**src/rtl/regfile_scan_ctrl_if.sv**
```systemverilog
// ---------------------------------------------------------------------------
// regfile_scan_ctrl_if
//
// Purpose: Bundles every non-clock, non-reset signal of the register-file
//          scan controller into one interface. The signal names keep the
//          controller's own point of view: i_* enter the controller and
//          o_* leave it.
//
// Signal groups:
//   command   : i_Start, i_Mode       -> controller
//               o_Busy, o_Done        <- controller
//   read port : o_Read_Reg_Addr1/2    <- controller
//               i_Read_Reg_Data1/2    -> controller (combinational data)
//   write port: o_RegWrite, o_Write_Reg_Addr, o_Write_Reg_Data <- controller
//   dump      : o_Dump_Valid, o_Dump_Addr, o_Dump_Data <- controller
//               i_Dump_Ready          -> controller
//
// Modports:
//   master : the scan controller itself
//   slave  : the surrounding logic (register file, debug access, dump sink)
// ---------------------------------------------------------------------------
interface regfile_scan_ctrl_if #(
  parameter int ADDR_W = 5,
  parameter int DATA_W = 32
);

  // Command / status
  logic              i_Start;
  logic              i_Mode;
  logic              o_Busy;
  logic              o_Done;

  // Register file read ports
  logic [ADDR_W-1:0] o_Read_Reg_Addr1;
  logic [ADDR_W-1:0] o_Read_Reg_Addr2;
  logic [DATA_W-1:0] i_Read_Reg_Data1;
  logic [DATA_W-1:0] i_Read_Reg_Data2;

  // Register file write port
  logic              o_RegWrite;
  logic [ADDR_W-1:0] o_Write_Reg_Addr;
  logic [DATA_W-1:0] o_Write_Reg_Data;

  // Dump stream
  logic              o_Dump_Valid;
  logic [ADDR_W-1:0] o_Dump_Addr;
  logic [DATA_W-1:0] o_Dump_Data;
  logic              i_Dump_Ready;

  modport master (
    input  i_Start,
    input  i_Mode,
    output o_Busy,
    output o_Done,
    output o_Read_Reg_Addr1,
    output o_Read_Reg_Addr2,
    input  i_Read_Reg_Data1,
    input  i_Read_Reg_Data2,
    output o_RegWrite,
    output o_Write_Reg_Addr,
    output o_Write_Reg_Data,
    output o_Dump_Valid,
    output o_Dump_Addr,
    output o_Dump_Data,
    input  i_Dump_Ready
  );

  modport slave (
    output i_Start,
    output i_Mode,
    input  o_Busy,
    input  o_Done,
    input  o_Read_Reg_Addr1,
    input  o_Read_Reg_Addr2,
    output i_Read_Reg_Data1,
    output i_Read_Reg_Data2,
    input  o_RegWrite,
    input  o_Write_Reg_Addr,
    input  o_Write_Reg_Data,
    input  o_Dump_Valid,
    input  o_Dump_Addr,
    input  o_Dump_Data,
    output i_Dump_Ready
  );

endinterface

```
**src/rtl/regfile_scan_ctrl.sv**
```systemverilog
// ---------------------------------------------------------------------------
// regfile_scan_ctrl
//
// Purpose: Sequencer that drives a single-cycle register file from the far
//          side of its ports. On a start command it either
//            - dumps every register as a valid/ready stream, reading two
//              registers per visit through both read ports, or
//            - clears r1..r31 through the write port (r0 is never written).
//          It is muxed onto the register file ports while o_Busy is high.
//
// Ports:
//   i_CLK : clock, all state changes on the rising edge
//   i_RST : synchronous, active-high reset
//   bus   : regfile_scan_ctrl_if.master carrying command/status, the two
//           read ports, the write port and the dump stream
//
// Every output is a flop. Output next-values are decoded from the next
// state (and next base/waddr/buffers), so each output is valid in the same
// cycle as the state it belongs to, with no combinational path from any
// input to any output (in particular o_Dump_Valid never follows
// i_Dump_Ready combinationally).
// ---------------------------------------------------------------------------
module regfile_scan_ctrl #(
  parameter int                NUM_REGS    = 32,
  parameter int                ADDR_W      = 5,
  parameter int                DATA_W      = 32,
  parameter logic [DATA_W-1:0] CLEAR_VALUE = {DATA_W{1'b0}}
) (
  input  logic                 i_CLK,
  input  logic                 i_RST,
  regfile_scan_ctrl_if.master  bus
);

  typedef enum logic [2:0] {
    S_IDLE  = 3'd0,
    S_RD    = 3'd1,
    S_SEND0 = 3'd2,
    S_SEND1 = 3'd3,
    S_CLR   = 3'd4,
    S_DONE  = 3'd5
  } state_t;

  localparam logic [ADDR_W-1:0] ZERO_ADDR   = {ADDR_W{1'b0}};
  localparam logic [ADDR_W-1:0] ONE_ADDR    = ADDR_W'(1);
  localparam logic [ADDR_W-1:0] TWO_ADDR    = ADDR_W'(2);
  // Both loops terminate by comparing against the last index, so base and
  // waddr never need to hold NUM_REGS itself and never wrap.
  localparam logic [ADDR_W-1:0] LAST_ADDR   = ADDR_W'(NUM_REGS - 1);
  localparam logic [DATA_W-1:0] ZERO_DATA   = {DATA_W{1'b0}};

  // -------------------------------------------------------------------------
  // State and internal registers
  // -------------------------------------------------------------------------
  state_t            state_q,  state_d;
  logic [ADDR_W-1:0] base_q,   base_d;    // even index of the current pair
  logic [ADDR_W-1:0] waddr_q,  waddr_d;   // register being cleared
  logic [DATA_W-1:0] buf0_q,   buf0_d;    // value of r[base]
  logic [DATA_W-1:0] buf1_q,   buf1_d;    // value of r[base+1]

  // Registered outputs
  logic              busy_q,       busy_d;
  logic              done_q,       done_d;
  logic [ADDR_W-1:0] rd_addr1_q,   rd_addr1_d;
  logic [ADDR_W-1:0] rd_addr2_q,   rd_addr2_d;
  logic              reg_write_q,  reg_write_d;
  logic [ADDR_W-1:0] wr_addr_q,    wr_addr_d;
  logic [DATA_W-1:0] wr_data_q,    wr_data_d;
  logic              dump_valid_q, dump_valid_d;
  logic [ADDR_W-1:0] dump_addr_q,  dump_addr_d;
  logic [DATA_W-1:0] dump_data_q,  dump_data_d;

  // Next-state logic for the sequencer and its working registers
  always_comb begin
    state_d = state_q;
    base_d  = base_q;
    waddr_d = waddr_q;
    buf0_d  = buf0_q;
    buf1_d  = buf1_q;

    case (state_q)
      S_IDLE: begin
        if (bus.i_Start) begin
          if (bus.i_Mode) begin
            state_d = S_CLR;
            waddr_d = ONE_ADDR;   // r0 is hard-wired; clearing starts at r1
          end else begin
            state_d = S_RD;
            base_d  = ZERO_ADDR;
          end
        end else begin
          state_d = S_IDLE;
        end
      end

      S_RD: begin
        // Read addresses are already on the port; capture the pair.
        buf0_d  = bus.i_Read_Reg_Data1;
        buf1_d  = bus.i_Read_Reg_Data2;
        state_d = S_SEND0;
      end

      S_SEND0: begin
        if (bus.i_Dump_Ready) begin
          state_d = S_SEND1;
        end else begin
          state_d = S_SEND0;
        end
      end

      S_SEND1: begin
        if (bus.i_Dump_Ready) begin
          if ((base_q + ONE_ADDR) == LAST_ADDR) begin
            state_d = S_DONE;
          end else begin
            base_d  = base_q + TWO_ADDR;
            state_d = S_RD;
          end
        end else begin
          state_d = S_SEND1;
        end
      end

      S_CLR: begin
        if (waddr_q == LAST_ADDR) begin
          state_d = S_DONE;
        end else begin
          waddr_d = waddr_q + ONE_ADDR;
          state_d = S_CLR;
        end
      end

      S_DONE: begin
        // A start seen here is dropped: commands are accepted in IDLE only.
        state_d = S_IDLE;
      end

      default: begin
        state_d = S_IDLE;
      end
    endcase
  end

  // Output decode from the next state so outputs line up with their state
  always_comb begin
    busy_d       = (state_d != S_IDLE);
    done_d       = 1'b0;
    rd_addr1_d   = ZERO_ADDR;
    rd_addr2_d   = ZERO_ADDR;
    reg_write_d  = 1'b0;
    wr_addr_d    = ZERO_ADDR;
    wr_data_d    = ZERO_DATA;
    dump_valid_d = 1'b0;
    dump_addr_d  = ZERO_ADDR;
    dump_data_d  = ZERO_DATA;

    case (state_d)
      S_IDLE: begin
        busy_d = 1'b0;
      end

      S_RD: begin
        rd_addr1_d = base_d;
        rd_addr2_d = base_d + ONE_ADDR;
      end

      S_SEND0: begin
        // While ready is low the state, base and buf0 are unchanged, so the
        // beat is re-registered with identical contents.
        dump_valid_d = 1'b1;
        dump_addr_d  = base_d;
        dump_data_d  = buf0_d;
      end

      S_SEND1: begin
        dump_valid_d = 1'b1;
        dump_addr_d  = base_d + ONE_ADDR;
        dump_data_d  = buf1_d;
      end

      S_CLR: begin
        reg_write_d = 1'b1;
        wr_addr_d   = waddr_d;
        wr_data_d   = CLEAR_VALUE;
      end

      S_DONE: begin
        done_d = 1'b1;
      end

      default: begin
        busy_d = 1'b0;
      end
    endcase
  end

  // State, working registers and output flops with synchronous reset
  always_ff @(posedge i_CLK) begin
    if (i_RST) begin
      state_q      <= S_IDLE;
      base_q       <= ZERO_ADDR;
      waddr_q      <= ZERO_ADDR;
      buf0_q       <= ZERO_DATA;
      buf1_q       <= ZERO_DATA;
      busy_q       <= 1'b0;
      done_q       <= 1'b0;
      rd_addr1_q   <= ZERO_ADDR;
      rd_addr2_q   <= ZERO_ADDR;
      reg_write_q  <= 1'b0;
      wr_addr_q    <= ZERO_ADDR;
      wr_data_q    <= ZERO_DATA;
      dump_valid_q <= 1'b0;
      dump_addr_q  <= ZERO_ADDR;
      dump_data_q  <= ZERO_DATA;
    end else begin
      state_q      <= state_d;
      base_q       <= base_d;
      waddr_q      <= waddr_d;
      buf0_q       <= buf0_d;
      buf1_q       <= buf1_d;
      busy_q       <= busy_d;
      done_q       <= done_d;
      rd_addr1_q   <= rd_addr1_d;
      rd_addr2_q   <= rd_addr2_d;
      reg_write_q  <= reg_write_d;
      wr_addr_q    <= wr_addr_d;
      wr_data_q    <= wr_data_d;
      dump_valid_q <= dump_valid_d;
      dump_addr_q  <= dump_addr_d;
      dump_data_q  <= dump_data_d;
    end
  end

  assign bus.o_Busy           = busy_q;
  assign bus.o_Done           = done_q;
  assign bus.o_Read_Reg_Addr1 = rd_addr1_q;
  assign bus.o_Read_Reg_Addr2 = rd_addr2_q;
  assign bus.o_RegWrite       = reg_write_q;
  assign bus.o_Write_Reg_Addr = wr_addr_q;
  assign bus.o_Write_Reg_Data = wr_data_q;
  assign bus.o_Dump_Valid     = dump_valid_q;
  assign bus.o_Dump_Addr      = dump_addr_q;
  assign bus.o_Dump_Data      = dump_data_q;

endmodule

```
**src/flat_wrapper.sv**
```systemverilog
// flat-port wrapper written by rule: the top's interface ports become plain ports
module regfile_scan_ctrl_flat 
#(
  parameter int                NUM_REGS    = 32,
  parameter int                ADDR_W      = 5,
  parameter int                DATA_W      = 32,
  parameter logic [DATA_W-1:0] CLEAR_VALUE = {DATA_W{1'b0}}
)
  (i_CLK, i_RST, bus_i_Start, bus_i_Mode, bus_o_Busy, bus_o_Done, bus_o_Read_Reg_Addr1, bus_o_Read_Reg_Addr2, bus_i_Read_Reg_Data1, bus_i_Read_Reg_Data2, bus_o_RegWrite, bus_o_Write_Reg_Addr, bus_o_Write_Reg_Data, bus_o_Dump_Valid, bus_o_Dump_Addr, bus_o_Dump_Data, bus_i_Dump_Ready);
  regfile_scan_ctrl_if #(.ADDR_W(ADDR_W), .DATA_W(DATA_W)) bus_i ();
  input  logic i_CLK;
  input  logic i_RST;
  input wire logic [$bits(bus_i.i_Start)-1:0] bus_i_Start;
  input wire logic [$bits(bus_i.i_Mode)-1:0] bus_i_Mode;
  output wire logic [$bits(bus_i.o_Busy)-1:0] bus_o_Busy;
  output wire logic [$bits(bus_i.o_Done)-1:0] bus_o_Done;
  output wire logic [$bits(bus_i.o_Read_Reg_Addr1)-1:0] bus_o_Read_Reg_Addr1;
  output wire logic [$bits(bus_i.o_Read_Reg_Addr2)-1:0] bus_o_Read_Reg_Addr2;
  input wire logic [$bits(bus_i.i_Read_Reg_Data1)-1:0] bus_i_Read_Reg_Data1;
  input wire logic [$bits(bus_i.i_Read_Reg_Data2)-1:0] bus_i_Read_Reg_Data2;
  output wire logic [$bits(bus_i.o_RegWrite)-1:0] bus_o_RegWrite;
  output wire logic [$bits(bus_i.o_Write_Reg_Addr)-1:0] bus_o_Write_Reg_Addr;
  output wire logic [$bits(bus_i.o_Write_Reg_Data)-1:0] bus_o_Write_Reg_Data;
  output wire logic [$bits(bus_i.o_Dump_Valid)-1:0] bus_o_Dump_Valid;
  output wire logic [$bits(bus_i.o_Dump_Addr)-1:0] bus_o_Dump_Addr;
  output wire logic [$bits(bus_i.o_Dump_Data)-1:0] bus_o_Dump_Data;
  input wire logic [$bits(bus_i.i_Dump_Ready)-1:0] bus_i_Dump_Ready;
  assign bus_i.i_Start = bus_i_Start;
  assign bus_i.i_Mode = bus_i_Mode;
  assign bus_o_Busy = bus_i.o_Busy;
  assign bus_o_Done = bus_i.o_Done;
  assign bus_o_Read_Reg_Addr1 = bus_i.o_Read_Reg_Addr1;
  assign bus_o_Read_Reg_Addr2 = bus_i.o_Read_Reg_Addr2;
  assign bus_i.i_Read_Reg_Data1 = bus_i_Read_Reg_Data1;
  assign bus_i.i_Read_Reg_Data2 = bus_i_Read_Reg_Data2;
  assign bus_o_RegWrite = bus_i.o_RegWrite;
  assign bus_o_Write_Reg_Addr = bus_i.o_Write_Reg_Addr;
  assign bus_o_Write_Reg_Data = bus_i.o_Write_Reg_Data;
  assign bus_o_Dump_Valid = bus_i.o_Dump_Valid;
  assign bus_o_Dump_Addr = bus_i.o_Dump_Addr;
  assign bus_o_Dump_Data = bus_i.o_Dump_Data;
  assign bus_i.i_Dump_Ready = bus_i_Dump_Ready;
  regfile_scan_ctrl #(.NUM_REGS(NUM_REGS), .ADDR_W(ADDR_W), .DATA_W(DATA_W), .CLEAR_VALUE(CLEAR_VALUE)) u_core (.i_CLK(i_CLK), .i_RST(i_RST), .bus(bus_i));
endmodule
```
**config.mk**
```make
export PLATFORM = sky130hd
export DESIGN_NAME = regfile_scan_ctrl_flat
export DESIGN_NICKNAME = d
export VERILOG_FILES = /design/src/rtl/regfile_scan_ctrl_if.sv /design/src/rtl/regfile_scan_ctrl.sv /design/src/flat_wrapper.sv
export SDC_FILE = /design/constraint.sdc
export NUM_CORES = 1
export LEC_CHECK = 0
export ABC_AREA = 0
export CORE_ASPECT_RATIO = 1.1
export CORE_MARGIN = 2
export CORE_UTILIZATION = 47
export CTS_CLUSTER_DIAMETER = 100
export DETAILED_ROUTE_END_ITERATION = 7
export PLACE_DENSITY = 0.79
export SYNTH_ARGS = -nofsm -noshare
export SYNTH_HDL_FRONTEND = slang
export SYNTH_SLANG_ARGS = --single-unit
```
**constraint.sdc**
```tcl
create_clock -name i_CLK -period 2.75 [get_ports i_CLK]
set_input_delay 0.825 -clock i_CLK [delete_from_list [all_inputs] [get_ports i_CLK]]
set_output_delay 0.825 -clock i_CLK [all_outputs]
set_load 0.03 [all_outputs]
```
# Word-level counts from Yosys, hierarchy flattened
# Index checks and enable logic that the tools add are counted.
[totals] ff_bits=133 word_cells=62
[classes] addsub=4 eq_ne=11 mux=23 n_bitwise=3 reduce_logical=7
[op_table] op="$mux W32" count=2
[op_table] op="$pmux W32 S2" count=1
[op_table] op="$mux W5" count=7
[op_table] op="$pmux W5 S2" count=3
[op_table] op="$add A5 B1 Y5 const B" count=3
[op_table] op="$pmux W3 S5" count=1
[op_table] op="$eq A3 B2 Y1 const B" count=4
[op_table] op="$mux W3" count=4
[op_table] op="$eq A5 B5 Y1 const B" count=2
[op_table] op="$eq A3 B3 Y1 const B" count=3
[op_table] op="$reduce_or A2 Y1" count=4
[op_table] op="$eq A3 B1 Y1 const B" count=2
[op_table] op="$add A5 B2 Y5 const B" count=1
[op_table] op="$mux W1" count=5
[op_table] op="$reduce_or A5 Y1" count=1
[op_table] op="$logic_not A3 Y1" count=1
[op_table] op="$not A1 Y1" count=3
[op_table] op="$reduce_bool A3 Y1" count=1

# Depth between registers and ports, before layout
[depth] word_depth=9 ltp_mapped=11 mapped_depth_nobuf=9

# Worst setup path before layout
# Ideal clock, no wire load.
[synth_timing] kind="input-to-reg" start="input port bus_i_Dump_Ready" end="register u_core.dump_addr_q[4] (netlist: u_core.bus.o_Dump_Addr[4])" setup_time_ps=124 arrival_ps=2150 slack_ps=476 path_stages=9 path_cell_list="and4b_4 > o211ai_1 > o211ai_1 > inv_1 > ha_1 > inv_1 > a211oi_2 > nand4_1 > nor3b_2"
[synth_via] elab_chain_cells=4 word_cells_on_any_way=9
[synth_lines] item="start: declaration" line_no="flat_wrapper.sv:27" rtl="input wire logic [$bits(bus_i.i_Dump_Ready)-1:0] bus_i_Dump_Ready;"
[synth_lines] item="$mux W5" line_no="regfile_scan_ctrl.sv:111" rtl="if (bus.i_Dump_Ready) begin"
[synth_lines] item="$pmux W5 S2" line_no="regfile_scan_ctrl.sv:80" rtl="case (state_q)"
[synth_lines] item="named net u_core.base_d[1]" line_no="regfile_scan_ctrl.sv:55" rtl="logic [ADDR_W-1:0] base_q, base_d;"
[synth_lines] item="$add A5 B1 Y5" line_no="regfile_scan_ctrl.sv:176" rtl="dump_addr_d = base_d + ONE_ADDR;"
[synth_lines] item="$pmux W5 S2" line_no="regfile_scan_ctrl.sv:156" rtl="case (state_d)"
[synth_lines] item="end signal: assignment" line_no="regfile_scan_ctrl.sv:228" rtl="dump_addr_q <= dump_addr_d;"
[synth_lines] item="end: declaration" line_no="regfile_scan_ctrl.sv:69" rtl="logic [ADDR_W-1:0] dump_addr_q, dump_addr_d;"
# The timed path passes the listed nets, and every way through them passes these cells.
# A chain may end at the register's enable or synchronous reset.

# Worst setup path in the final report
[layout_timing] start="input port bus_i_Mode" end="register u_core.dump_data_q[0] (netlist: u_core.bus.o_Dump_Data[0])"
[layout_via] elab_chain_cells=5 word_cells_on_any_way=6
[layout_lines] item="start: declaration" line_no="flat_wrapper.sv:14" rtl="input wire logic [$bits(bus_i.i_Mode)-1:0] bus_i_Mode;"
[layout_lines] item="$mux W3 *" line_no="regfile_scan_ctrl.sv:83" rtl="if (bus.i_Mode) begin"
[layout_lines] item="$mux W3 *" line_no="regfile_scan_ctrl.sv:82" rtl="if (bus.i_Start) begin"
[layout_lines] item="$pmux W3 S5 *" line_no="regfile_scan_ctrl.sv:80"
[layout_lines] item="$eq A3 B2 Y1" line_no="regfile_scan_ctrl.sv:156"
[layout_lines] item="$pmux W32 S2 *" line_no="regfile_scan_ctrl.sv:156"
[layout_lines] item="end signal: assignment" line_no="regfile_scan_ctrl.sv:229" rtl="dump_data_q <= dump_data_d;"
[layout_lines] item="end: declaration" line_no="regfile_scan_ctrl.sv:70" rtl="logic [DATA_W-1:0] dump_data_q, dump_data_d;"
# Every way passes the cells marked *; elsewhere a longest branch is shown, timed or not.

==> summary.txt <==
Finish
  • Nets: 750
  • Final Util: 0.642
  • Area Overhead vs Synth: 34.0%
  • ANT cells: 0
  • Layout cells sized above 1: 0.113

Placed design
  • GPL Wtd Cong: 0.831
  • Detailed Place HPWL: 8.02 mm
  • Port bufs: 124
  • Place WS: -0.206 ns

Clock tree
  • Clock buffer depth: 2
  • CTS buffer count: 17
  • Worst-Skew Late Latency: 0.40 ns
  • Root Buffer: clkbuf_16
  • Total number of H-tree levels: 4
  • CTS tree: built
  • Clock transition at path regs: 0.05 ns
  • Clock sink count: between 100 and 150
  • Postcts setup bufs: 0
  • Post-CTS sizing: 0
  • CTS hold repair buffers: 0

Global route
  • Initial antenna violation count: 0
  • Largest net degree at the start of global routing: between 60 and 70
  • GRT Util Overall: 0.203
  • First-pass GRT wire length: a little under 20 mm
  • Vias in the first global route: 4149
  • Remaining global-route overflow: 0

Worst hold path
  • Hold Path Sink: u_core.buf1_q[17]$_SDFF_PP0_
  • Hold Crit Class: flop to flop
  • Worst hold path startpoint: u_core.buf1_q[17]$_SDFF_PP0_
  • Hold depth: 2

STA
  • Clock Skew: 0.00843 ns
  • Crit share post-route: 0.914
  • Final setup viols: 0
  • Setup TNS: 0 ns
  • RSZ-0062 raised after global routing: false
  • Hold Slack: 0.461 ns
  • Final hold vios: 0
  • Relative slew margins: 0.431
  • Fmax: 398 MHz
  • Minimum clock period: 2.51 ns
  • Fin. max-slew vios: 0
  • Slew @ Worst Pin: 0.852 ns
  • Worst setup margin: 0.237 ns

Floorplan
  • Die Ht: 114 µm
  • I/O Pins: 157
  • Chip width: roughly 100 µm
  • Die ar.: 11900 µm²
  • Std cell rows: 40
  • Initial core utilization: 0.479
  • Core Box Area: 10800 µm²

Pwr
  • PwrDens: 701 nW/µm²
  • Max VDD drop: 0.365 mV
  • Overall power: a little under 5 mW
  • Static leakage: 2.63 nW

Critical path
  • Slowest-stage cell, CP: nor2_4
  • RR Endpoint: u_core.bus.o_Dump_Data[8]$_SDFF_PP0_
  • Worst setup path category: input port to flop
  • Reg2Reg Setup Slack: roughly 0.40 ns
  • Crit path launch: bus_i_Mode
  • R2R Path Start: u_core.state_q[1]$_SDFF_PP0_
  • R2R cell count: 4
  • CP Max Fanout: 32
  • Worst path required time: slightly above 3 ns
  • Arrival time at the worst endpoint: 2.85 ns
  • Startpoint types: input port
  • CP cell instances: clkdlybuf4s50_1 -> and2b_1 -> a21oi_2 -> o31a_4 -> nor2_4 -> a22o_1
  • Critical Path End Type: flop
  • Largest stage delay, worst path: 0.63 ns

Synthesis
  • Synth top area share: 0.514
  • Top cells by count, synth: dfxtp_1, nand2_1, a21oi_1
  • Share of synthesized flip-flops with an asynchronous set or reset: 0
  • Synthesized instance count: 551
  • Yosys cell types: 57
  • Leading post-synthesis cells by cell area: dfxtp_1, nand2_1, a21oi_1
  • Syn Area/Cell: around 9.4 µm²
  • Register area share after synthesis: 0.514
  • Seq cells post-synth: 133
  • EDFF count, synth: 0
  • Post-Syn Area: a little over 5000 µm²
  • Leading area contributor after synthesis: dfxtp_1
  • Yosys warning count: 0
  • Prevailing post-synth register cell: dfxtp_1

Detailed routing
  • Drt wl/cell: 14.3 µm
  • Vias per cell: 5.00
  • WL final: 12.0 mm
  • Vias: 4186
  • DRC violation count after routing: 0
  • Initial DRC Count: between 150 and 200
  • 1st-pass router iterations: 4
  • Antenna-violating nets left: 0

Status
  • Outcome: completed

Flow run
  • Max cap viols: 0
[critical path, delay by kind of cell]
| kind | cells | cell delay, ns |
|---|---|---|
| simple gates | 2 | 0.88 |
| buf+inv | 1 | 0.41 |
| compound gates | 3 | 0.72 |
[cells in the final DEF (no fill, tap or decap), types with 3 or more instances in the layout]
master	synthesis	final
and3_1	3	3
a31oi_1	4	4
buf_4	36	17
ha_1	3	3
o211ai_1	3	3
clkdlybuf4s50_1	0	123
nand4_1	3	3
nor2b_1	3	3
nor3_1	8	8
and2_1	3	3
nand2_1	133	133
dfxtp_1	133	133
inv_1	8	8
a21oi_1	71	71
nand2b_1	3	3
inv_6	0	3
clkbuf_16	0	17
nand3_1	8	8
a211oi_2	3	3
conb_1	1	32
a22o_1	32	32
nor3b_2	3	3
clkbuf_8	0	4
nor2_1	23	23
[through the flow]
step / cell area [µm²] / cells
after floorplan: 5290 / 582
after global placement: 6330 / 806
after detailed placement: 6330 / 806
after CTS: 6940 / 837
after global routing: 6940 / 837
final: 6940 / 837
[metal layers]
layer,vias to the layer above,global-route usage,wire length (µm)
met5,-,0,0
met4,0,0.0775,173
met3,20,0.0558,706
met2,153,0.352,5930
met1,1953,0.243,5170
li1,2060,-,-
[power by group]
group | internal (mW) | switching (mW) | leakage [nW]
combinational | 0.220 | 0.356 | 1.27
clock | 1.43 | 0.810 | 0.292
sequential | 2.01 | 0.0372 | 1.08
[worst max-delay path by stage]
stage,end,slack (ns),depth (start not counted)
final,u_core.bus.o_Dump_Data[0]$_SDFF_PP0_,0.24,6
after CTS,u_core.bus.o_Dump_Data[0]$_SDFF_PP0_,0.21,6
after global placement,u_core.bus.o_Dump_Data[30]$_SDFF_PP0_,-0.15,6
after detailed placement,u_core.bus.o_Dump_Data[0]$_SDFF_PP0_,-0.21,6
after global routing,u_core.bus.o_Dump_Data[0]$_SDFF_PP0_,0.11,6
after floorplan,u_core.bus.o_Dump_Addr[4]$_SDFF_PP0_,0.48,9
[layout make-up]
cell class / count / area, µm²
multi-input combinational: 375 / 2090
tap: 147 / 184
sequential: 133 / 2660
clock inverter: 10 / 120
clock buffer: 21 / 480
fill: 897 / 3870
timing repair buffer: 141 / 1360
inverter: 10 / 37.5
[kinds of logic after synthesis]
| family | synth area share |
|---|---|
| AND/OR/NAND/NOR | 0.190 |
| AO/OA/AOI/OAI | 0.174 |
| buffers and inverters | 0.105 |
| XOR/XNOR | 0.00169 |
| multiplexers | 0.00749 |
| flip-flops | 0.514 |
| adder cells (fa/ha/maj) | 0.00725 |
| other | 0.000724 |
(Power assumes the default switching activity.)
